**src/rtl/qam_mapper_param.sv**
```systemverilog
// qam_mapper_param: serial-bit to Gray-coded QAM I/Q mapper (QPSK / 16-QAM / 64-QAM)
// with a one-deep valid/ready output register and an emitted-symbol counter.
module qam_mapper_param #(
  parameter int OUT_W = 8,
  parameter int SCALE = 16,
  parameter int CNT_W = 16
) (
  input  logic                    clk,
  input  logic                    reset,
  input  logic [1:0]              mode,
  input  logic                    in_bit,
  input  logic                    in_valid,
  output logic                    in_ready,
  output logic signed [OUT_W-1:0] I_out,
  output logic signed [OUT_W-1:0] Q_out,
  output logic                    valid_out,
  input  logic                    out_ready,
  output logic [CNT_W-1:0]        sym_count,
  output logic                    mode_err
);

  localparam logic [1:0] MODE_QPSK  = 2'd0;
  localparam logic [1:0] MODE_QAM16 = 2'd1;
  localparam logic [1:0] MODE_QAM64 = 2'd2;
  localparam logic [1:0] MODE_RSVD  = 2'd3;

  logic [2:0] bit_cnt;
  logic [4:0] acc;
  logic [1:0] mode_lat;

  logic       accept;
  logic       sym_done;
  logic [1:0] cur_mode;
  logic [2:0] last_idx;
  logic [5:0] acc_next;
  logic [2:0] i_bits;
  logic [2:0] q_bits;

  // Gray axis bits -> signed level (2n - (L-1)) * SCALE; unused upper Gray bits are zero
  function automatic logic signed [OUT_W-1:0] axis_level(input logic [2:0] g,
                                                          input logic [1:0] m);
    logic [2:0] n;
    int         lvl;
    n[2] = g[2];
    n[1] = g[2] ^ g[1];
    n[0] = n[1] ^ g[0];
    case (m)
      MODE_QAM16: lvl = 2 * int'(n) - 3;
      MODE_QAM64: lvl = 2 * int'(n) - 7;
      default:    lvl = 2 * int'(n) - 1;
    endcase
    return OUT_W'(lvl * SCALE);
  endfunction

  assign in_ready = !valid_out || out_ready;
  assign accept   = in_valid && in_ready;

  // Effective mode (fresh at symbol start, latched otherwise), symbol length and axis split
  always_comb begin
    cur_mode = mode_lat;
    if (bit_cnt == 3'd0) begin
      cur_mode = (mode == MODE_RSVD) ? MODE_QPSK : mode;
    end
    case (cur_mode)
      MODE_QAM16: last_idx = 3'd3;
      MODE_QAM64: last_idx = 3'd5;
      default:    last_idx = 3'd1;
    endcase
    acc_next = {acc, in_bit};
    case (cur_mode)
      MODE_QAM16: begin
        i_bits = {1'b0, acc_next[3:2]};
        q_bits = {1'b0, acc_next[1:0]};
      end
      MODE_QAM64: begin
        i_bits = acc_next[5:3];
        q_bits = acc_next[2:0];
      end
      default: begin
        i_bits = {2'b00, acc_next[1]};
        q_bits = {2'b00, acc_next[0]};
      end
    endcase
    sym_done = accept && (bit_cnt == last_idx);
  end

  // Bit accumulation, mode latch at symbol start and sticky reserved-mode flag
  always_ff @(posedge clk) begin
    if (reset) begin
      bit_cnt  <= 3'd0;
      acc      <= 5'd0;
      mode_lat <= MODE_QPSK;
      mode_err <= 1'b0;
    end else if (accept) begin
      acc <= acc_next[4:0];
      if (bit_cnt == 3'd0) begin
        mode_lat <= cur_mode;
        if (mode == MODE_RSVD) begin
          mode_err <= 1'b1;
        end
      end
      bit_cnt <= sym_done ? 3'd0 : bit_cnt + 3'd1;
    end
  end

  // One-deep output register: reload on symbol completion, otherwise drain on handshake
  always_ff @(posedge clk) begin
    if (reset) begin
      valid_out <= 1'b0;
      I_out     <= '0;
      Q_out     <= '0;
    end else if (sym_done) begin
      valid_out <= 1'b1;
      I_out     <= axis_level(i_bits, cur_mode);
      Q_out     <= axis_level(q_bits, cur_mode);
    end else if (out_ready) begin
      valid_out <= 1'b0;
    end
  end

  // Count symbols taken by downstream; wraps naturally
  always_ff @(posedge clk) begin
    if (reset) begin
      sym_count <= '0;
    end else if (valid_out && out_ready) begin
      sym_count <= sym_count + 1'b1;
    end
  end

endmodule

```
**config.mk**
```make
export PLATFORM = sky130hd
export DESIGN_NAME = qam_mapper_param
export DESIGN_NICKNAME = d
export VERILOG_FILES = /design/src/rtl/qam_mapper_param.sv
export SDC_FILE = /design/constraint.sdc
export NUM_CORES = 1
export LEC_CHECK = 0
export BUFFER_PORTS_ARGS = -buffer_cell sky130_fd_sc_hd__buf_4
export CORE_MARGIN = 3
export CORE_UTILIZATION = 48
export CTS_BUF_LIST = sky130_fd_sc_hd__clkbuf_16
export DETAILED_ROUTE_END_ITERATION = 8
export PLACE_DENSITY = 0.85
export SLEW_MARGIN = 0
export SYNTH_ARGS = -nofsm -noshare
export SYNTH_HDL_FRONTEND = slang
export SYNTH_SLANG_ARGS = --single-unit
```
**constraint.sdc**
```tcl
create_clock -name clk -period 2.8 [get_ports clk]
set_input_delay 0.42 -clock clk [delete_from_list [all_inputs] [get_ports clk]]
set_output_delay 0.42 -clock clk [all_outputs]
set_load 0.02 [all_outputs]
```
==> flow_summary.ini, run 1 <==
[status]
outcome = finished, final reports clean

[power_and_ir_drop]
peakVddDrop_mv = 0.3028
power.density_nw_per_um2 = 564.2
p_leak_nw = 0.9365

[global_routing]
grt_pass1_wl_microns = 6334
grt_busiest_layer = met2
track_usage_pct = 18.08
global_route.usage.met3_pct = 6.321
grt_pass1_vias = 1432
grt_overflow_total = 0
antenna_found_initial = 0
grt_max_degree = 36
grt_use_met1_pct = 22.19
grt_use_met2_pct = 27.74

[drt]
dr.pass1.iters = 5
wl_per_cell_microns = 12.91
routed_wl_microns = 3990
vias = 1630
ant_nets = 0
drc_errors = 0
avgViaCountPerCell = 5.275
drt-initial-drc-count = 104

[floorplanning]
die_x_microns = 68.84
rows = 22
io_pins = 42
dieArea_sq_um = 4739
start_util_pct = 50.64
core_area_sq_um = 3744
die_h_microns = 68.84

[worst_setup_path]
path_cells = inv_1 > ha_1 > nand2b_4 > mux2i_2 > inv_1 > ha_4 > and2b_1 > o221ai_1 > o211ai_1 > a21o_1 > a311oi_1
critPathMaxFanout = 8
reg2reg_slack_ns = 0.17
critPathTopFamily = compound AO/OA/AOI/OAI gates
crit_type = reg2reg
slowest_stage = dfxtp_1
worstReg2RegEnd = I_out[5]$_SDFFE_PP0P_
endpoint_kind = register
critPathBufInv = 2
path_common_cell = inv_1
r2r_cells = 11
cp_data_required_time_ns = 2.99
r2r-start = bit_cnt[0]$_SDFFE_PP0P_
start_kind = register
critPathMaxStageDelay_ns = 0.36
arrival_ns = 2.82

[yosys]
ys_ff_latch = 35
synthArstFlopShare_pct = 0
yosysUniqueCellTypes = 47
synth-seq-area-share_pct = 36.96
syn_avg_cell_area_sq_um = 8.314
synth_ff_type = dfxtp_1
yosys_warnings = 0
syn-cell-area_sq_um = 1896
synthCells = 228
synth-edff-count = 0

[cells_and_area]
synthToLayoutAreaGrowth_pct = 22.38
final_area_sq_um = 2320
fin_util_pct = 61.97
drive_gt1_share_pct = 22.22
n_antenna_cell = 0
fin_nets = 273

[worst_hold_path]
hold_start = mode[0]
hold-path-cell-count = 3
hold_end = mode_err$_SDFFE_PP0P_
min_path_type = in2reg

[timing]
fin_skew_ns = 0.004052
setup_viol = 0
fin_crit_sh_pct = 93.76
timing.final.hold_violations = 0
final_max_slew_viol_count = 0
max_freq_mhz = 380.9
layout_min_cycle_time_ns = 2.625

[placed_design]
numPortBuffers = 33
hpwl_microns = 2749
place_congestion = 0.8141
post_dp_cell_area_sq_um = 2131

[clock_tree]
cts_tree = built
htreeDepth = 2
cts_made_buffers = 5
cts_buffer_depth = 2
cts.sink_count = 35
clk_pin_slew_worst_paths_ns = 0.06
root_buffer = clkbuf_16
clkLatencyLatePin_ns = 0.28

[job]
cap_violations = 0
==> registers in the layout, summed over array words and instances (netlist names) <==
register	flops
bit_cnt	3
sym_count	16
valid_out	1
acc	5
I_out	3
mode_lat	2
mode_err	1
Q_out	4
==> worst reg2reg max path: cells and delay by family, from the launching register on <==
family | cells | cell delay [ns]
fa+ha+maj | 2 | 0.57
compound gates | 4 | 0.81
mux | 1 | 0.25
flops | 1 | 0.36
simple gates | 2 | 0.33
buf+inv | 2 | 0.20
==> placed cells by master (no fill, tap or decap), types with 3 or more instances in the layout <==
master | Yosys | final
ha_1 | 6 | 5
dfxtp_1 | 35 | 35
clkbuf_16 | 0 | 5
conb_1 | 1 | 8
nor2b_1 | 3 | 3
xor2_1 | 9 | 9
buf_4 | 9 | 38
o21ai_0 | 6 | 6
and2_1 | 3 | 3
or3_1 | 3 | 3
nor2_1 | 31 | 31
a21oi_1 | 14 | 14
nand2_1 | 25 | 25
o211ai_1 | 3 | 3
nand3_1 | 7 | 7
xnor2_1 | 11 | 11
nor3_1 | 5 | 5
a211oi_1 | 4 | 4
inv_1 | 8 | 8
==> cell type report <==
class / count / area [sq um]
fill: 336 / 1424
multi-input combinational: 171 / 1095
sequential: 35 / 700.7
timing repair buffer: 38 / 285.3
clock buffer: 5 / 125.1
tap: 48 / 60.06
inverter: 9 / 33.78
clock inverter: 3 / 20.02
==> synth_stat cells (2+ instances only) <==
| library cell | instances | share of area [%] |
|---|---|---|
| a211oi_1 | 4 | 1.6 |
| a21o_1 | 2 | 0.79 |
| a21oi_1 | 14 | 3.7 |
| and2_1 | 3 | 0.99 |
| and3_1 | 2 | 0.66 |
| and4_1 | 2 | 0.92 |
| buf_2 | 4 | 1.1 |
| buf_4 | 9 | 3.6 |
| buf_6 | 2 | 1.2 |
| clkbuf_1 | 5 | 0.99 |
| dfxtp_1 | 35 | 37 |
| ha_1 | 6 | 4.0 |
| inv_1 | 8 | 1.6 |
| mux2i_1 | 4 | 2.1 |
| nand2_1 | 25 | 5.0 |
| nand2b_1 | 2 | 0.66 |
| nand3_1 | 7 | 1.8 |
| nand4_1 | 2 | 0.66 |
| nor2_1 | 31 | 6.1 |
| nor2b_1 | 3 | 0.99 |
| nor3_1 | 5 | 1.3 |
| o211ai_1 | 3 | 1.2 |
| o21ai_0 | 6 | 1.6 |
| or3_1 | 3 | 0.99 |
| xnor2_1 | 11 | 5.1 |
| xor2_1 | 9 | 4.2 |
==> metal layers <==
metal,vias up,share of wire [%]
met5,-,0
met4,0,2.0
met3,8,6.3
met2,52,47
met1,753,44
li1,817,-
==> worst max-delay path by stage <==
stage | startpoint | end | slack (ns) | cells past startpoint
3_5_place_dp | bit_cnt[0]$_SDFFE_PP0P_ | I_out[5]$_SDFFE_PP0P_ | 0.06 | 11
6_report | bit_cnt[0]$_SDFFE_PP0P_ | I_out[5]$_SDFFE_PP0P_ | 0.17 | 11
5_1_grt | bit_cnt[0]$_SDFFE_PP0P_ | I_out[5]$_SDFFE_PP0P_ | -0.03 | 11
3_3_place_gp | bit_cnt[0]$_SDFFE_PP0P_ | I_out[5]$_SDFFE_PP0P_ | 0.18 | 11
2_1_floorplan | bit_cnt[0]$_SDFFE_PP0P_ | Q_out[7]$_SDFFE_PP0P_ | 0.16 | 15
4_1_cts | bit_cnt[0]$_SDFFE_PP0P_ | I_out[5]$_SDFFE_PP0P_ | 0.02 | 11
==> per-stage QoR <==
step	instances	worst slack [ns]	power (mW)	TNS, ns	hold slack [ns]
global placement	300	0.1771	0.7491	0	0.4466
finish	309	0.1748	1.309	0	0.3956
floorplan	235	0.1565	0.7101	0	0.4534
CTS	308	0.02489	1.297	0	0.3920
detailed placement	300	0.06490	0.7540	0	0.4514
global route	309	-0.02522	1.364	-0.02522	0.4180
==> where the power goes <==
part	internal, mW	leakage [nW]	switching (mW)
clock	0.327	0.0674	0.214
combinational	0.0973	0.586	0.140
sequential	0.515	0.283	0.0154
total	0.940	0.937	0.369
==> what timing repair did <==
action                                  4_1_cts  5_1_grt
hold buffers                                  0        0
buffers inserted                              0        1
endpoints found under the setup margin        0        5
gates resized for setup                       0        6
==> logic make-up (layout without fill, tap and decap cells) <==
family,count (synthesis),count (layout),synth area share [%]
buffers and inverters,29,55,8.581
DFF,35,35,36.96
AOI/OAI and AO/OA,39,39,14.13
adders and majority gates,6,6,3.960
muxes,4,4,2.112
xor gates and xnor gates,20,20,9.241
and+or+nand+nor,94,94,24.82
other,1,8,0.1978
Note: power is estimated with default switching activity, not from simulation.
==> run 2, diff against run 1 <==
CORE_MARGIN = unset   (was 3)
GPL_TIMING_DRIVEN = 0   (was unset)
TNS_END_PERCENT = 10   (was unset)
==> flow_summary.ini, run 2 (synthesis results as in run 1) <==
[status]
outcome = finished, final reports clean

[global_routing]
grt_overflow_total = 0
grt_pass1_vias = 1543
grt_max_degree = 13
track_usage_pct = 21.64
antenna_found_initial = 0
grt_pass1_wl_microns = 6934

[floorplanning]
dieArea_sq_um = 4204
io_pins = 42
core_area_sq_um = 3716
start_util_pct = 51.01
die_h_microns = 64.84
die_x_microns = 64.84
rows = 22

[power_and_ir_drop]
cellInternalPower_uw = 978.4
total_power_mw = 1.369
power.density_nw_per_um2 = 543.2
pwr-share-comb_pct = 21.3
power.share.clock_pct = 39.9
peakVddDrop_mv = 0.3369
switchingPower_uw = 391.0
p_sw_share_pct = 28.55
p_leak_nw = 1.046
seqPwrFrac_pct = 38.8

[clock_tree]
cts.sink_count = 35
htreeDepth = 2
cts_buffer_depth = 2
root_buffer = clkbuf_16
clkLatencyLatePin_ns = 0.28
cts_made_buffers = 5
clk_pin_slew_worst_paths_ns = 0.06
cts_tree = built
cts_hold_buf = 0

[timing]
final.setup.tns_ns = 0
tightest_slew_ns = 0.5555
final_max_slew_viol_count = 0
hold_slack_ns = 0.3934
setup_viol = 0
fin_crit_sh_pct = 92.55
timing.final.hold_violations = 0
max_freq_mhz = 385.9
grt_setup_unrepaired = false
layout_min_cycle_time_ns = 2.591
maxSlewHeadroom_pct = 62.97
fin_skew_ns = 0.004881

[worst_setup_path]
r2r_cells = 12
critPathBufInv = 3
cp_data_required_time_ns = 2.98
endpoint_kind = register
r2r-start = bit_cnt[0]$_SDFFE_PP0P_
critPathTopFamily = compound AO/OA/AOI/OAI gates
crit_type = reg2reg
critPathMaxStageDelay_ns = 0.37
path_cells = inv_4 > ha_2 > nand2b_4 > mux2i_2 > inv_1 > ha_4 > buf_6 > a21oi_2 > o221ai_1 > a211o_1 > a21o_1 > a311oi_1
slowest_stage = dfxtp_4
arrival_ns = 2.77
worstReg2RegEnd = I_out[5]$_SDFFE_PP0P_
start_kind = register
critPathMaxFanout = 7
reg2reg_slack_ns = 0.21

[worst_hold_path]
hold_end = mode_err$_SDFFE_PP0P_
hold-path-cell-count = 3
hold_start = mode[0]
min_path_type = in2reg

[cells_and_area]
final_cell_mix = buf_4, dfxtp_1, nor2_1
fin_nets = 296
synthToLayoutAreaGrowth_pct = 33.00
drive_gt1_share_pct = 29.58
n_antenna_cell = 0
top_register = sym_count
largest_reg_flops = 16
final_common_cell = buf_4
top_regs = sym_count (16), acc (5), Q_out (4)

[job]
cap_violations = 0

[placed_design]
numPortBuffers = 32
place_congestion = 0.8150
hpwl_microns = 2746

[drt]
vias = 1724
ant_nets = 0
wl_per_cell_microns = 13.17
drc_errors = 0
avgViaCountPerCell = 5.193
routed_wl_microns = 4372
dr.pass1.iters = 4
drt-initial-drc-count = 88
run 2: cell count changes in the layout (fill, tap and decap cells not counted), sizes merged:
cell    before  now
buf         38   56
clkbuf       5   10
run 2: metal layers:
layer  up-vias  part of all wire [%]  global-route usage [%]
li1        868                     -                       -
met1       805                    43                   25.16
met2        44                    50                   35.94
met3         7                   4.6                   6.162
met4         0                   1.6                   10.83
met5         -                     0                       0
run 2: worst min-delay path, delay by kind of cell:
kind	cells	cell delay [ns]
AND/OR/NAND/NOR	1	0.07
buffers and inverters	1	0.09
AO/OA/AOI/OAI	1	0.06
run 2: per-stage QoR:
step	worst slack, ns	area, sq um	std cells	util, %
final	0.2086	2521	332	67.85
after global routing	0.05624	2521	332	67.85
after CTS	0.01695	2395	326	64.44
after detailed placement	-0.08156	2222	315	59.80
after global placement	-0.03909	2222	315	59.80
after floorplan	0.1565	1922	235	-
run 2: how the worst max path moves through the flow:
stage / depth (start not counted) / slack (ns) / from / end
5_1_grt: 15 / 0.06 / bit_cnt[1]$_SDFFE_PP0P_ / Q_out[7]$_SDFFE_PP0P_
3_3_place_gp: 15 / -0.04 / bit_cnt[0]$_SDFFE_PP0P_ / Q_out[7]$_SDFFE_PP0P_
3_5_place_dp: 15 / -0.08 / bit_cnt[0]$_SDFFE_PP0P_ / Q_out[7]$_SDFFE_PP0P_
2_1_floorplan: 15 / 0.16 / bit_cnt[0]$_SDFFE_PP0P_ / Q_out[7]$_SDFFE_PP0P_
6_report: 12 / 0.21 / bit_cnt[0]$_SDFFE_PP0P_ / I_out[5]$_SDFFE_PP0P_
4_1_cts: 15 / 0.02 / bit_cnt[0]$_SDFFE_PP0P_ / Q_out[7]$_SDFFE_PP0P_
run 2: final cells by class:
| cell class | count | area (sq um) |
|---|---|---|
| plain buffers | 19 | 140.1 |
| clock buffers | 5 | 125.1 |
| clock inverters | 3 | 20.02 |
| fillers | 313 | 1195 |
| inverters | 9 | 36.28 |
| multi-input cells | 171 | 1119 |
| flip-flops and latches | 35 | 705.7 |
| well taps | 48 | 60.06 |
| repair buffers | 42 | 315.3 |
run 2: power by group through the flow:
| stage | Sequential (mW) | Clock, mW | Combinational [mW] |
|---|---|---|---|
| 2_1_floorplan | 0.550 | 0 | 0.160 |
| 3_3_place_gp | 0.539 | 0 | 0.221 |
| 3_5_place_dp | 0.540 | 0 | 0.224 |
| 4_1_cts | 0.530 | 0.551 | 0.236 |
| 5_1_grt | 0.533 | 0.569 | 0.318 |
| 6_report | 0.531 | 0.547 | 0.292 |
run 2: repair_timing:
item                                   CTS  global route
resized for setup                        3            20
endpoints found under the hold margin    0             0
pin swaps                                1             6
cloned                                   0             0
setup buffers                            3             7
setup endpoints to repair                2             5
